==> src/rtl/demux8_collector_pkg.sv <==
// Shared types and defaults for the bit-scatter / word-assembly collector.
// Holds the collector state encoding and the default word width.
package demux_pkg;

    typedef enum logic {
        FILL = 1'b0,
        FULL = 1'b1
    } collector_state_t;

    localparam int N_DEFAULT = 8;

endpackage

==> src/rtl/demux8_collector_decoder.sv <==
// Combinational S->N one-hot decoder with enable; indices >= N decode to all-zero.
// Zero latency, no backpressure (pure combinational).
module decoder_n #(
    parameter int N = 8,
    parameter int S = (N > 1) ? $clog2(N) : 1
) (
    input  logic [S-1:0] s,
    input  logic         en,
    output logic [N-1:0] y
);

    always_comb begin
        y = '0;
        for (int i = 0; i < N; i++) begin
            if (en && (int'(s) == i)) begin
                y[i] = 1'b1;
            end
        end
    end

endmodule

==> src/rtl/demux8_collector.sv <==
// Registered bit demultiplexer: scatters d into word[s], hands the word out once every position is filled.
// Completion is visible one cycle after the last accept; FULL blocks input until out_ready is seen.
module demux8_collector
    import demux_pkg::*;
#(
    parameter int N = N_DEFAULT,
    parameter int S = (N > 1) ? $clog2(N) : 1
) (
    input  logic         clk,
    input  logic         rst_n,
    input  logic         d,
    input  logic [S-1:0] s,
    input  logic         in_valid,
    output logic         in_ready,
    output logic [N-1:0] sel_onehot,
    output logic         dup,
    output logic         bad_sel,
    output logic [N-1:0] out_word,
    output logic         out_valid,
    input  logic         out_ready
);

    collector_state_t r_state;
    logic [N-1:0]     r_word;
    logic [N-1:0]     r_filled;
    logic             r_dup;
    logic             r_bad_sel;

    logic             w_accept;
    logic             w_sel_ok;
    logic [N-1:0]     w_onehot;
    logic [N-1:0]     w_filled_next;

    assign in_ready  = (r_state == FILL);
    assign out_valid = (r_state == FULL);
    assign w_accept  = in_valid && in_ready;
    assign w_sel_ok  = (int'(s) < N);

    // One decoder serves both the external strobe and the internal write enable.
    decoder_n #(
        .N (N),
        .S (S)
    ) u_decoder (
        .s  (s),
        .en (w_accept),
        .y  (w_onehot)
    );

    assign sel_onehot    = w_onehot;
    assign w_filled_next = r_filled | w_onehot;

    assign out_word = r_word;
    assign dup      = r_dup;
    assign bad_sel  = r_bad_sel;

    always_ff @(posedge clk or negedge rst_n) begin
        if (!rst_n) begin
            r_state   <= FILL;
            r_word    <= '0;
            r_filled  <= '0;
            r_dup     <= 1'b0;
            r_bad_sel <= 1'b0;
        end else begin
            r_dup     <= 1'b0;
            r_bad_sel <= 1'b0;
            if (r_state == FILL) begin
                if (w_accept) begin
                    if (w_sel_ok) begin
                        r_word   <= (r_word & ~w_onehot) | (d ? w_onehot : '0);
                        r_filled <= w_filled_next;
                        r_dup    <= |(r_filled & w_onehot);
                        // Mask-based completion: rewriting a position never advances it.
                        if (&w_filled_next) begin
                            r_state <= FULL;
                        end
                    end else begin
                        r_bad_sel <= 1'b1;
                    end
                end
            end else begin
                if (out_ready) begin
                    r_state  <= FILL;
                    r_filled <= '0;
                end
            end
        end
    end

endmodule

==> config.mk <==
export PLATFORM = sky130hd
export DESIGN_NAME = demux8_collector
export DESIGN_NICKNAME = d
export VERILOG_FILES = /design/src/rtl/demux8_collector_pkg.sv /design/src/rtl/demux8_collector_decoder.sv /design/src/rtl/demux8_collector.sv
export SDC_FILE = /design/constraint.sdc
export NUM_CORES = 1
export LEC_CHECK = 0
export ABC_CLOCK_PERIOD_IN_PS = 2600
export CAP_MARGIN = 20
export CORE_UTILIZATION = 49
export DETAILED_ROUTE_END_ITERATION = 7
export HOLD_SLACK_MARGIN = 0.12
export PLACE_DENSITY_LB_ADDON = 0.15
export SETUP_SLACK_MARGIN = 0.5
export SKIP_LAST_GASP = 1
export SYNTH_ARGS = -nofsm -noshare
export SYNTH_HDL_FRONTEND = slang
export SYNTH_SLANG_ARGS = --single-unit
==> constraint.sdc <==
create_clock -name clk -period 2.6 [get_ports clk]
set_clock_uncertainty 0.2 [all_clocks]
set_input_delay 0.52 -clock clk [delete_from_list [all_inputs] [get_ports clk]]
set_output_delay 0.52 -clock clk [all_outputs]
set_load 0.02 [all_outputs]
After elaboration in Yosys (flattened, before gate mapping):

Cells that the tools add are included.

* muxes and demuxes: 18
* reduce and logical (&&, ||, !) cells: 15
* eq/ne operators: 8
* bitwise logic cells: 6

Operators with widths (number)
* 8-bit 2-to-1 mux: 4
* 8-bit AND: 2
* 8-bit OR: 2
* 1-bit 2-to-1 mux: 14
* 3-bit == test (second input constant): 4
* 1-bit logical AND: 9
* 8-bit NOT: 1
* 8-bit AND reduction: 1
* 8-bit OR reduction: 1
* 3-bit by 2-bit == test with 1-bit output (second input constant): 2
* 2-bit AND reduction: 2
* 3-bit by 1-bit == test with 1-bit output (second input constant): 1
* 3-bit logical NOT: 1
* 2-bit inequality test (second input constant): 1
* 2-bit nonzero test: 1
* 1-bit NOT: 1

* word-level logic and storage cells: 51
* flip-flop bits (word level): 18
* input port bits: 8

Longest topological paths before layout:

Gate-level depths: netlist of run 1.

* depth in word-level cells: 9
* mapped depth: 5
* depth with buffers taken out: 4

Cells and area by module:

From an unflattened synthesis of run 1, not the netlist that was laid out.

* cells, all modules: 78
* area, all modules: 960.9 um^2

Modules (own cells, without submodules)
* demux8_collector: sequential area each 450.4 um^2, area an instance 864.6 um^2, instances 1, cells each 70
* decoder_n: sequential area each 0.0 um^2, area an instance 96.3 um^2, instances 1, cells each 8

Worst setup path before layout of run 1:

No wires, ideal clock.

* path type: input -> register
* from: input s[2]
* to: register with a tool-made name
* required time: 2275 ps
* data arrival time: 1779 ps
* library setup time: 125 ps
* buffers on the path: 1
* stages on the path: 4
* slack: 496 ps
* cells stage by stage: buf_6 > nand3b_1 > nor3_1 > mux2_2

RTL lines
* start, declared: RTL line demux8_collector.sv:12 `input logic [S-1:0] s,`

Worst setup path in the final report of run 1:

* from: input in_valid
* to: output sel_onehot[3]

* longest elaborated chain between the ends: 3

Ends and longest elaborated chain
* start, declared: RTL line demux8_collector.sv:13 `input logic in_valid,`
* 1-bit logical AND: RTL line demux8_collector.sv:36 `assign w_accept = in_valid && in_ready;`
* 1-bit logical AND: RTL line demux8_collector_decoder.sv:15 `if (en && (int'(s) == i)) begin`
* 1-bit 2-to-1 mux: RTL line demux8_collector_decoder.sv:15
* end, declared: RTL line demux8_collector.sv:15 `output logic [N-1:0] sel_onehot,`

No other way between the ends.

==> results of run 1 <==
==> per-layer routing <==
layer | up-vias | track usage | wire (microns)
met2 | 35 | 0.420 | 1140
met1 | 372 | 0.315 | 899
met5 | - | 0 | 0
li1 | 378 | - | -
met4 | 0 | 0.124 | 28
met3 | 4 | 0.0278 | 129
==> final cells by class <==
type	instances	area share
multi-input combinational	57	0.344
sequential	18	0.319
timing repair buffer	46	0.286
clock buffer	4	0.0257
tap	25	0.0222
inverter	1	0.00266
==> stage by stage <==
stage | total power (W) | utilization | hold slack (ns)
floorplan | 0.000793 | - | 0.0244
global placement | 0.000976 | 0.750 | 0.273
detailed placement | 0.00100 | 0.750 | 0.288
CTS | 0.00118 | 0.780 | 0.317
global route | 0.00125 | 0.800 | 0.332
finish | 0.00119 | 0.800 | 0.311
==> worst max path at each step <==
stage,slack [ns],to
2_1_floorplan,0.50,sel_onehot[0]
5_1_grt,0.33,sel_onehot[3]
4_1_cts,0.30,sel_onehot[0]
3_3_place_gp,-0.37,sel_onehot[0]
3_5_place_dp,-0.37,sel_onehot[0]
6_report,0.36,sel_onehot[3]
==> power breakdown <==
group	total [W]	internal (W)	switching, W	leakage [nW]
Clock	0.000170	0.0000853	0.0000850	0.0210
Combinational	0.000526	0.000284	0.000242	0.420
Sequential	0.000490	0.000394	0.0000959	0.206
Total	0.00119	0.000763	0.000423	0.646
==> layout by cell type (no fill, tap or decap), types with 2 or more instances in the layout <==
cell type / instances
buf_4: 22
buf_6: 4
clkbuf_2: 2
clkbuf_4: 3
clkdlybuf4s50_1: 12
dfrtp_1: 18
dlygate4sd2_1: 2
mux2_2: 7
mux2i_1: 3
nand2_1: 7
nand2b_4: 2
nand3_1: 2
nor2_1: 3
nor2_2: 3
nor2_4: 2
nor3_4: 2
o21a_1: 8
o21ai_0: 2
==> worst max-delay path: cells and delay by family <==
kind	cells	cell delay, ns
buf+inv	3	0.47
simple gates	2	0.54
==> cell families (layout without fill, tap and decap cells) <==
| family | Yosys count | after routing | share of synthesized area |
|---|---|---|---|
| AO/OA/AOI/OAI | 18 | 18 | 0.151 |
| other | 1 | 1 | 0.00396 |
| flip-flops | 18 | 18 | 0.476 |
| buffers and inverters | 5 | 51 | 0.0476 |
| AND/OR/NAND/NOR | 26 | 26 | 0.180 |
| multiplexers | 12 | 12 | 0.143 |
==> timing repair <==
action	in CTS	in global routing
endpoints found under the setup margin	11	8
setup buffers	2	2
gates resized for setup	56	7
pin swaps	3	4
hold buffers	0	0
endpoints found under the hold margin	0	0
==> results.toml, run 1 <==
[critical_path]
cp_data_arrival_time_ns = 1.52
r2r-start = "out_valid$_DFF_PN0_"
crit_path_top_delay_cell = "or3b_4"
critPathLaunchType = "input port"
crit_path_cell_trace = "clkdlybuf4s15_1 -> or3b_4 -> buf_12 -> nor2_8 -> buf_6"
cp_max_fo = 4
critPathRequiredTime_ns = 1.88
rrSetupSlack_ns = 0.73
cp-end-kind = "output pin"
reg2regPathDepth = 5
slowest_delay_ns = 0.46
path_class = "in2out"
crit_start = "in_valid"

[timing]
hold_violations = 0
slew_violations = 0
setup_viol = 0
post-route-period-util = 0.863
max_freq_mhz = 446
min_period_ns = 2.24
setup_tns_ns = 0
fin_ws_ns = 0.356
rsz0062_at_grt = "yes"

[synthesis]
synth_top_area_cell = "dfrtp_1"
ys_ff_latch = 18
synth_edf_count = 0
ys_seq_area_frac = 0.476
synthMostInstantiatedCell = "dfrtp_1"
synth_flop_cell = "dfrtp_1"
avgSynthCellArea_sq_um = 11.8
synth_top_cell_area_share = 0.476
synth.distinct_cells = 31
yosys_warnings = 0
syn_nets = 88
synthArstFlopShare = 1.00
synth.cell_area_sq_um = 947
synth_cells = 80
synth_common_cells = "dfrtp_1, o21a_1, mux2_2, nand2_1, nor2_1"
synth_area_leaders = "dfrtp_1, mux2_2, o21a_1"

[placed_design]
place.gp.congestion = 0.809
dp_slack_ns = -0.372
dp_hpwl_microns = 1630
place_area_sq_mm = 0.00132
placed_cells = 143
port_buffers = 26

[grt]
grt_overflow = 0
grt_max_degree = 11
grt_use_total = 0.250
grt_pass1_wl_microns = 3620
grt_pass1_vias = 771
antenna_found_initial = 0

[cts]
cts_sinks = 18
cts_buffer_depth = 2
cts_root_buffer = "clkbuf_4"
h-tree-depth = 1
cts_tree = "yes"
clk_latency_ns = 0.29
clkTransAtPathRegs_ns = 0.10
cts_buffers = 3

[floorplanning]
rows = 15
start_util = 0.537
die_h_microns = 46.0
dieArea_sq_mm = 0.00211
io_pins = 28
core_sq_mm = 0.00176
die_w_microns = 46.0

[route]
num_vias = 789
detail_route.vias_per_cell = 5.23
wl_per_cell_microns = 14.5
first_pass_iters = 4
drt_first_iter_violations = 13
finalWirelength_microns = 2200
drcViolationCount = 0
ant_nets = 0

[run_status]
status = "finished, final reports clean"

[finish]
seq_area_sq_um = 450
area_delta_synth_final_pct = 49.0
instances_no_fill = 151
drive_gt1_frac = 0.460
antennaDiodeCount = 0
nets = 135
multi_input_area_sq_um = 485
final_area_sq_mm = 0.00141
fill_cells = 121

[pwr]
power_leakage_nw = 0.646
ir_worst_vdd_v = 0.000631
power_density_mw_per_mm2 = 840

[job]
maxCapViolations = 0

[worst_hold_path]
hold_path.class = "reg2reg"
holdPathStages = 1
(Power assumes the default switching activity.)
==> run 2, diff against run 1 <==
--- a/config.mk
+++ b/config.mk
@@ -6,7 +6,7 @@
 export NUM_CORES = 1
 export LEC_CHECK = 0
 export ABC_CLOCK_PERIOD_IN_PS = 2600
-export CAP_MARGIN = 20
+export CAP_MARGIN = 15
 export CORE_UTILIZATION = 49
 export DETAILED_ROUTE_END_ITERATION = 7
 export HOLD_SLACK_MARGIN = 0.12
==> results of run 2 <==
No change in the layout: final DEF, timing and power equal those of run 1.
